**src/rtl/vram_arb_pkg.sv**
```systemverilog
// vram_arb_pkg
// Shared types and constants for the VRAM arbiter slice.
//   owner_t      : which requester a grant or returning read belongs to
//   arb_state_t  : owner of the most recent grant (IDLE when nobody was granted)
//   tag_t        : one read-return tracking entry {valid, owner}
//   MASK_ALL     : all-ones write mask, sliced to MASK_W by users
//   satInc8      : saturating increment used by the display burst counter
// Optional feature macro used by the top level: VRAM_ARB_STATS_EN
package vram_arb_pkg;

   typedef enum logic {
      OWN_DISP = 1'b0,
      OWN_GFX  = 1'b1
   } owner_t;

   typedef enum logic [1:0] {
      IDLE = 2'd0,
      DISP = 2'd1,
      GFX  = 2'd2
   } arb_state_t;

   typedef struct packed {
      logic   valid;
      owner_t owner;
   } tag_t;

   localparam logic [31:0] MASK_ALL = 32'hFFFF_FFFF;

   // Saturating increment; never exceeds lim.
   function automatic logic [7:0] satInc8(input logic [7:0] v, input logic [7:0] lim);
      satInc8 = (v >= lim) ? lim : v + 8'd1;
   endfunction

endpackage

```
**src/rtl/vram_arb_tag_pipe.sv**
```systemverilog
// vram_arb_tag_pipe
// Fixed-depth shift register of read-return tags. A tag enters every cycle
// (invalid when the grant was not a read) and the tail tells the return
// stage which requester owns the word currently on vram_data_i.
// Ports:
//   clk          : system clock
//   clear_i      : synchronous clear, empties the pipeline
//   tagValid_i   : entering tag is a read
//   tagOwner_i   : entering tag owner (0 = display, 1 = graphite)
//   tagValid_o   : tail tag valid
//   tagOwner_o   : tail tag owner
module vram_arb_tag_pipe
   import vram_arb_pkg::*;
#(
   parameter int DEPTH = 2
) (
   input  logic clk,
   input  logic clear_i,
   input  logic tagValid_i,
   input  logic tagOwner_i,
   output logic tagValid_o,
   output logic tagOwner_o
);

   tag_t pipe_q [DEPTH];
   tag_t tagIn;

   assign tagIn.valid = tagValid_i;
   assign tagIn.owner = owner_t'(tagOwner_i);

   // Shift one stage per cycle; clearing drops every in-flight read so no
   // stale valid pulse can appear after a reset.
   always_ff @(posedge clk) begin
      if (clear_i) begin
         for (int i = 0; i < DEPTH; i++) begin
            pipe_q[i] <= '{valid: 1'b0, owner: OWN_DISP};
         end
      end else begin
         pipe_q[0] <= tagIn;
         for (int i = 1; i < DEPTH; i++) begin
            pipe_q[i] <= pipe_q[i-1];
         end
      end
   end

   assign tagValid_o = pipe_q[DEPTH-1].valid;
   assign tagOwner_o = pipe_q[DEPTH-1].owner;

endmodule

```
**src/rtl/vram_arbiter.sv**
```systemverilog
// vram_arbiter
// Shares a single-port VRAM between the display scanout prefetch (high
// priority, read only) and the graphite rasterizer (low priority, read/write).
// At most one access is granted per cycle; the RAM command is registered and
// returned read data is steered back to the requester that issued the read.
// A display burst limit guarantees graphite one grant after MAX_DISP_BURST
// consecutive display grants while it is waiting.
// Ports:
//   clk, reset_i                    : clock, synchronous active-high reset
//   disp_req_i/addr_i, disp_ack_o   : display read request and acceptance
//   disp_valid_o, disp_data_o       : display read return
//   gfx_sel_i/wr_i/mask_i/addr_i/data_i, gfx_ack_o : graphite request
//   gfx_valid_o, gfx_data_o         : graphite read return
//   vram_sel_o/wr_o/mask_o/addr_o/data_o : registered RAM command
//   vram_data_i                     : RAM read data, READ_LATENCY after command
//   gfx_stall_cnt_o, forced_grant_cnt_o : statistics, only with VRAM_ARB_STATS_EN
// Optional feature macro: VRAM_ARB_STATS_EN
module vram_arbiter
   import vram_arb_pkg::*;
#(
   parameter int ADDR_W         = 14,
   parameter int DATA_W         = 16,
   parameter int MASK_W         = 4,
   parameter int READ_LATENCY   = 1,
   parameter int MAX_DISP_BURST = 8
) (
   input  logic              clk,
   input  logic              reset_i,
   input  logic              disp_req_i,
   input  logic [ADDR_W-1:0] disp_addr_i,
   output logic              disp_ack_o,
   output logic              disp_valid_o,
   output logic [DATA_W-1:0] disp_data_o,
   input  logic              gfx_sel_i,
   input  logic              gfx_wr_i,
   input  logic [MASK_W-1:0] gfx_mask_i,
   input  logic [ADDR_W-1:0] gfx_addr_i,
   input  logic [DATA_W-1:0] gfx_data_i,
   output logic              gfx_ack_o,
   output logic              gfx_valid_o,
   output logic [DATA_W-1:0] gfx_data_o,
   output logic              vram_sel_o,
   output logic              vram_wr_o,
   output logic [MASK_W-1:0] vram_mask_o,
   output logic [ADDR_W-1:0] vram_addr_o,
   output logic [DATA_W-1:0] vram_data_o,
   input  logic [DATA_W-1:0] vram_data_i
`ifdef VRAM_ARB_STATS_EN
   ,
   output logic [31:0]       gfx_stall_cnt_o,
   output logic [15:0]       forced_grant_cnt_o
`endif
);

   localparam logic [MASK_W-1:0] MaskAll  = MASK_ALL[MASK_W-1:0];
   localparam logic [7:0]        BurstMax = 8'(MAX_DISP_BURST);

   arb_state_t        state_q, stateD;
   logic [7:0]        burstCnt_q, burstCntD;
   logic              dispGrant, gfxGrant, forcedGrant, readGrant;

   logic              vramSel_q, vramWr_q;
   logic [MASK_W-1:0] vramMask_q;
   logic [ADDR_W-1:0] vramAddr_q;
   logic [DATA_W-1:0] vramData_q;

   logic              tailValid, tailOwner;
   logic              dispValid_q, gfxValid_q;
   logic [DATA_W-1:0] dispData_q, gfxData_q;

   // Arbitration: display wins ties until the burst counter reaches the
   // limit, then graphite gets a single forced grant and the count restarts.
   // Nothing is granted while reset is asserted.
   always_comb begin
      stateD      = state_q;
      burstCntD   = burstCnt_q;
      dispGrant   = 1'b0;
      gfxGrant    = 1'b0;
      forcedGrant = 1'b0;
      if (!reset_i) begin
         if (disp_req_i && gfx_sel_i) begin
            if (burstCnt_q >= BurstMax) begin
               gfxGrant    = 1'b1;
               forcedGrant = 1'b1;
               stateD      = GFX;
               burstCntD   = '0;
            end else begin
               dispGrant = 1'b1;
               stateD    = DISP;
               burstCntD = satInc8(burstCnt_q, BurstMax);
            end
         end else if (disp_req_i) begin
            dispGrant = 1'b1;
            stateD    = DISP;
            burstCntD = satInc8(burstCnt_q, BurstMax);
         end else if (gfx_sel_i) begin
            gfxGrant  = 1'b1;
            stateD    = GFX;
            burstCntD = '0;
         end else begin
            stateD    = IDLE;
            burstCntD = '0;
         end
      end
   end

   assign disp_ack_o = dispGrant;
   assign gfx_ack_o  = gfxGrant;
   assign readGrant  = dispGrant | (gfxGrant & ~gfx_wr_i);

   // Arbitration state and the registered RAM command. Address, mask and
   // write data hold their last values between grants; only sel/wr pulse.
   always_ff @(posedge clk) begin
      if (reset_i) begin
         state_q    <= IDLE;
         burstCnt_q <= '0;
         vramSel_q  <= 1'b0;
         vramWr_q   <= 1'b0;
         vramMask_q <= MaskAll;
         vramAddr_q <= '0;
         vramData_q <= '0;
      end else begin
         state_q    <= stateD;
         burstCnt_q <= burstCntD;
         vramSel_q  <= dispGrant | gfxGrant;
         vramWr_q   <= gfxGrant & gfx_wr_i;
         if (dispGrant) begin
            vramAddr_q <= disp_addr_i;
            vramMask_q <= MaskAll;
         end else if (gfxGrant) begin
            vramAddr_q <= gfx_addr_i;
            vramMask_q <= gfx_wr_i ? gfx_mask_i : MaskAll;
            if (gfx_wr_i) begin
               vramData_q <= gfx_data_i;
            end
         end
      end
   end

   assign vram_sel_o  = vramSel_q;
   assign vram_wr_o   = vramWr_q;
   assign vram_mask_o = vramMask_q;
   assign vram_addr_o = vramAddr_q;
   assign vram_data_o = vramData_q;

   // One stage for the command register plus READ_LATENCY stages for the RAM,
   // so the tail lines up with the cycle vram_data_i carries the word.
   vram_arb_tag_pipe #(
      .DEPTH(READ_LATENCY + 1)
   ) u_tagPipe (
      .clk        (clk),
      .clear_i    (reset_i),
      .tagValid_i (readGrant),
      .tagOwner_i (gfxGrant),
      .tagValid_o (tailValid),
      .tagOwner_o (tailOwner)
   );

   // Return stage: register the word for its owner; data outputs hold
   // between returns so consumers can sample them lazily.
   always_ff @(posedge clk) begin
      if (reset_i) begin
         dispValid_q <= 1'b0;
         gfxValid_q  <= 1'b0;
         dispData_q  <= '0;
         gfxData_q   <= '0;
      end else begin
         dispValid_q <= tailValid && (owner_t'(tailOwner) == OWN_DISP);
         gfxValid_q  <= tailValid && (owner_t'(tailOwner) == OWN_GFX);
         if (tailValid && (owner_t'(tailOwner) == OWN_DISP)) begin
            dispData_q <= vram_data_i;
         end
         if (tailValid && (owner_t'(tailOwner) == OWN_GFX)) begin
            gfxData_q <= vram_data_i;
         end
      end
   end

   assign disp_valid_o = dispValid_q;
   assign disp_data_o  = dispData_q;
   assign gfx_valid_o  = gfxValid_q;
   assign gfx_data_o   = gfxData_q;

`ifdef VRAM_ARB_STATS_EN
   logic [31:0] gfxStallCnt_q;
   logic [15:0] forcedCnt_q;

   // Stall cycles and burst-limit grants, both saturating at all-ones.
   always_ff @(posedge clk) begin
      if (reset_i) begin
         gfxStallCnt_q <= '0;
         forcedCnt_q   <= '0;
      end else begin
         if (gfx_sel_i && !gfxGrant && (gfxStallCnt_q != 32'hFFFF_FFFF)) begin
            gfxStallCnt_q <= gfxStallCnt_q + 32'd1;
         end
         if (forcedGrant && (forcedCnt_q != 16'hFFFF)) begin
            forcedCnt_q <= forcedCnt_q + 16'd1;
         end
      end
   end

   assign gfx_stall_cnt_o    = gfxStallCnt_q;
   assign forced_grant_cnt_o = forcedCnt_q;
`endif

endmodule

```
**config.mk**
```make
export PLATFORM = sky130hd
export DESIGN_NAME = vram_arbiter
export DESIGN_NICKNAME = d
export VERILOG_FILES = /design/src/rtl/vram_arb_pkg.sv /design/src/rtl/vram_arb_tag_pipe.sv /design/src/rtl/vram_arbiter.sv
export SDC_FILE = /design/constraint.sdc
export NUM_CORES = 1
export LEC_CHECK = 0
export ABC_AREA = 1
export ABC_CLOCK_PERIOD_IN_PS = 1900
export BUFFER_PORTS_ARGS = -buffer_cell sky130_fd_sc_hd__buf_2
export CELL_PAD_IN_SITES_DETAIL_PLACEMENT = 1
export CELL_PAD_IN_SITES_GLOBAL_PLACEMENT = 1
export CORE_MARGIN = 1
export CORE_UTILIZATION = 36
export CTS_BUF_LIST = sky130_fd_sc_hd__clkbuf_4 sky130_fd_sc_hd__clkbuf_8
export DETAILED_ROUTE_END_ITERATION = 16
export PLACE_DENSITY_LB_ADDON = 0.25
export SLEW_MARGIN = 10
export SYNTH_ARGS = -nofsm -noshare
export SYNTH_HDL_FRONTEND = slang
export SYNTH_SLANG_ARGS = --single-unit
```
**constraint.sdc**
```tcl
create_clock -name clk -period 1.9 [get_ports clk]
set_input_delay 0.38 -clock clk [delete_from_list [all_inputs] [get_ports clk]]
set_output_delay 0.38 -clock clk [all_outputs]
set_load 0.05 [all_outputs]
```
# Yosys cells after proc, flatten, opt, wreduce, memory -nomap -nowiden
# Memories as Yosys holds them, arrays and structs flattened.
# Index checks and enable logic that the tools add are counted.
dict set report word_totals {
  register_bits 78
  ramBits 4
  input_bits 69
  output_inout_bits 72
  wordCells 49
  mem_count 1
}
dict set report op_classes {
  add_sub_neg 1
  n_lt_le_gt_ge 1
  n_mux 21
  n_bitwise 9
  reduce_logical 6
}
# memory words word_bits rd rd_ports_with_merged_regs write_ports line_no
set memory_table {}
lappend memory_table {u_tagPipe.pipe_q 2 2 2 0 2 vram_arb_tag_pipe.sv:25} ;# tag_t pipe_q [DEPTH];
# cell count
set op_table {}
lappend op_table {{8-bit 2-to-1 mux} 4}
lappend op_table {{14-bit 2-to-1 mux} 2}
lappend op_table {{1-bit 2-to-1 mux} 12}
lappend op_table {{8-bit by 1-bit adder with 8-bit output (second input constant)} 1}
lappend op_table {{8-bit by 4-bit >= comparator with 1-bit output (second input constant)} 1}
lappend op_table {{2-bit 2-to-1 mux} 2}
lappend op_table {{4-bit 2-to-1 mux} 1}
lappend op_table {{1-bit OR} 4}
lappend op_table {{1-bit logical AND} 3}
lappend op_table {{1-bit NOT} 3}
lappend op_table {{3-bit AND reduction} 1}
lappend op_table {{1-bit bitwise AND} 2}
lappend op_table {{2-bit nonzero test} 1}
lappend op_table {{2-bit OR reduction} 1}

# Depth between registers and ports, before layout
dict set report depth {
  ltp_word 7
  depth_mapped 9
}

# By module
# From an unflattened synthesis, not the netlist that was laid out.
dict set report unflattened {
  hier_cells 374
  area_unflattened_um2 3218.1
}
# module instances cells_per_inst area_per_inst_um2
set modules_own_cells {}
lappend modules_own_cells {vram_arbiter 1 362 3108.0}
lappend modules_own_cells {vram_arb_tag_pipe 1 12 110.1}

# Worst setup path after synthesis
# Ideal clock, no wire load.
dict set report synth_timing {
  path_kind {reg-to-output}
  from {register burstCnt_q[4]}
  to {output disp_ack_o}
  t_arrival_ps 1208
  path_slack_ps 312
  path_stages_with_launch 7
  path_buffers 1
  path_cell_list {dfxtp_1 > nor2_2 > nand3_2 > nand2_2 > nand3_4 > buf_6 > inv_1}
}
dict set report synth_via {
  elab_chain_cells 4
}
# element line_no
set synth_lines {}
lappend synth_lines {{from (decl)} vram_arbiter.sv:59} ;# logic [7:0] burstCnt_q, burstCntD;
lappend synth_lines {{from (signal assigned)} vram_arbiter.sv:124} ;# burstCnt_q <= burstCntD;
lappend synth_lines {{8-bit by 4-bit >= comparator with 1-bit output} vram_arbiter.sv:82} ;# if (burstCnt_q >= BurstMax) begin
lappend synth_lines {{1-bit 2-to-1 mux} vram_arbiter.sv:82}
lappend synth_lines {{1-bit 2-to-1 mux} vram_arbiter.sv:81} ;# if (disp_req_i && gfx_sel_i) begin
lappend synth_lines {{1-bit 2-to-1 mux} vram_arbiter.sv:80} ;# if (!reset_i) begin
lappend synth_lines {{to (decl)} vram_arbiter.sv:31} ;# output logic disp_ack_o,
# Every way passes these cells.

# Final worst setup path
# Ends and elaborated chain as after synthesis.

==> flow_summary.json <==
{
  "status": "complete, no violations",
  "area_growth_pct": 32.15,
  "drc_errors": 0,
  "crit_fanout": 6,
  "grt_pass1_wl_um": 13210,
  "dp.cells": 615,
  "slew_headroom": 0.6397,
  "critical_path_required_ns": 1.52,
  "r2r-start": "burstCnt_q[4]",
  "track_usage": 0.1885,
  "r2r_cells": 6,
  "grt_overflow": 0,
  "clock-sinks": 82,
  "grt_pass1_vias": 2832,
  "cp-end-kind": "primary output",
  "synthesis.area_um2": 3102,
  "setup_viol": 0,
  "netlist_top_cells_count": "dfxtp_1 (82), nor2_1 (79), nand2_1 (45)",
  "powerDensity_nw_per_um2": 884.0,
  "row_count": 33,
  "maxCapViolCount": 0,
  "coreArea_um2": 8258,
  "async_flop_share": 0,
  "first_pass_iters": 4,
  "grt_max_degree": 62,
  "r2r_end": "vram_data_o[3]",
  "nFillCells": 1079,
  "clock-skew-final_ns": 0.009618,
  "start_util": 0.3756,
  "p_int_mw": 2.556,
  "die_height_um": 94.82,
  "hold_viol_final": 0,
  "synth_top_area_frac": 0.5292,
  "numCtsBuffers": 9,
  "ys.flop_type": "dfxtp_1",
  "stdcell_count": 633,
  "ys.warnings.count": 0,
  "post_drt_wl_per_cell_um": 13.30,
  "power_frac_clock": 0.330,
  "dieArea_um2": 8991,
  "synth_edf_count": 0,
  "h-tree-depth": 3,
  "netSwitchingPower_mw": 1.068,
  "diodes": 0,
  "endpoint": "disp_ack_o",
  "hold_start": "vram_data_i[7]",
  "avgViaCountPerCell": 4.682,
  "antenna_found_initial": 0,
  "ys_seq_area_frac": 0.5292,
  "clkLatencyLatePin_ns": 0.34,
  "drt_wl_total_um": 8419,
  "ant_nets": 0,
  "layout-drive-gt1-share": 0.3750,
  "clock_path_buffers": 2,
  "slew_viol_final": 0,
  "dieWidth_um": 94.82,
  "cts_hold_buf": 0,
  "worst_setup_path_start_kind": "register",
  "hpwl_um": 6198,
  "fin_crit_ns": 1.730,
  "cts_root_buf": "clkbuf_8",
  "multi_input_area_um2": 1255,
  "syn_area_per_cell_um2": 8.162,
  "syn_inst": 380,
  "ios": 141,
  "io_buffers": 140,
  "vias": 2964,
  "worst_pin_slew_ns": 0.5404,
  "regToRegSetupSlack_ns": 0.51,
  "path_clk_slew_ns": 0.08,
  "synth.area.top_cells": "dfxtp_1 (53%), nor2_1 (9.6%), o21ai_0 (7.1%)",
  "seq_area_um2": 1642,
  "crit_type": "register to primary output",
  "drt-initial-drc-count": 42,
  "yosys.area.top_type": "dfxtp_1",
  "nets": 595,
  "rsz0062_at_grt": "no",
  "seq_power_share": 0.504,
  "max_freq_ghz": 0.5781,
  "ys_ff_latch": 82,
  "arrival_ns": 1.35,
  "leakagePower_nw": 2.034,
  "yosysMostFrequentCell": "dfxtp_1",
  "fin_util": 0.4964,
  "critical_path.startpoint": "burstCnt_q[4]",
  "p_sw_frac": 0.2947,
  "yosysUniqueCellTypes": 29,
  "finalSetupTns_ns": 0,
  "period_share": 0.9104,
  "hold_path.class": "input port to register",
  "p_comb_frac": 0.167,
  "ir_drop_uv": 361.0,
  "gp_congestion": 0.6976,
  "cts_tree": "done"
}
## power groups by stage
stage,combinational [mW],clock (mW),sequential (mW)
2_1_floorplan,0.193,0,2.08
3_3_place_gp,0.592,0,1.86
3_5_place_dp,0.604,0,1.87
4_1_cts,0.606,1.24,1.83
5_1_grt,0.651,1.32,1.83
6_report,0.603,1.19,1.83
## state kept, by name (all words and copies together) (netlist names)
register,flops
vram_data_o,16
vram_wr_o,1
u_tagPipe.pipe_q,4
gfx_data_o,16
vram_mask_o,4
vram_sel_o,1
vram_addr_o,14
burstCnt_q,8
gfx_valid_o,1
disp_valid_o,1
disp_data_o,16
## metal layers
| metal | vias up | GRT usage | part of all wire |
|---|---|---|---|
| li1 | 1514 | - | - |
| met2 | 81 | 0.3279 | 0.49 |
| met1 | 1360 | 0.2220 | 0.44 |
| met5 | - | 0 | 0 |
| met3 | 9 | 0.04911 | 0.062 |
| met4 | 0 | 0.06818 | 0.011 |
## critical path, cell delays in order, from the launching register on
cell     delay [ns]
dfxtp_1        0.31
nor2_2         0.14
nand3_2        0.11
nand2_2        0.10
nand3_4        0.10
inv_1          0.07
buf_4          0.19
## layout by cell type, fill, tap and decap left out, types with 3 or more instances in the layout
master / count
a21oi_1: 13
nand2_1: 45
nand3_1: 13
inv_2: 3
buf_4: 12
buf_2: 139
conb_1: 4
clkinv_2: 5
dfxtp_1: 82
inv_1: 22
o21ai_0: 44
clkbuf_8: 9
nor2_1: 79
o21a_1: 9
a21oi_2: 9
nand2_2: 10
nand4_1: 14
nor2_2: 3
## area by class of cell
type,instances,share of cell area
flip-flops and latches,82,0.4005
clock buffers,9,0.03022
inverters,27,0.02503
clock inverters,6,0.01435
multi-input cells,253,0.3062
repair buffers,151,0.1917
well taps,105,0.03205
## metrics by stage
| stage | hold WS [ns] | cell area [um2] | power [mW] | worst slack, ns |
|---|---|---|---|---|
| final | 0.2798 | 4099 | 3.623 | 0.1703 |
| after global placement | 0.3957 | 3891 | 2.455 | 0.3411 |
| after global routing | 0.2648 | 4099 | 3.807 | 0.04663 |
| after CTS | 0.2642 | 4076 | 3.673 | 0.01950 |
| after floorplan | 0.3883 | 3113 | 2.276 | 0.3121 |
| after detailed placement | 0.4049 | 3891 | 2.470 | 0.3337 |
## worst min-delay path by stage
| stage | cells past startpoint | end | slack (ns) |
|---|---|---|---|
| after floorplan | 2 | u_tagPipe.pipe_q[0][2] | 0.39 |
| after global placement | 2 | u_tagPipe.pipe_q[0][2] | 0.40 |
| after detailed placement | 2 | u_tagPipe.pipe_q[0][2] | 0.40 |
| after CTS | 3 | disp_data_o[7] | 0.26 |
| after global routing | 3 | vram_data_o[8] | 0.26 |
| final | 3 | disp_data_o[7] | 0.28 |
## what timing repair did
item,4_1_cts,5_1_grt
cloned,0,0
endpoints found under the setup margin,1,1
resized for setup,1,0
buffers inserted,0,3
hold endpoints to repair,0,0
## cells by family after synthesis
logic type,share of synthesized area
xor+xnor,0.002824
fa+ha+maj,0.008066
simple gates,0.2453
compound gates,0.1436
buf+inv,0.06978
other cells,0.001209
flops,0.5292
Power figures use the tool's default switching activity.
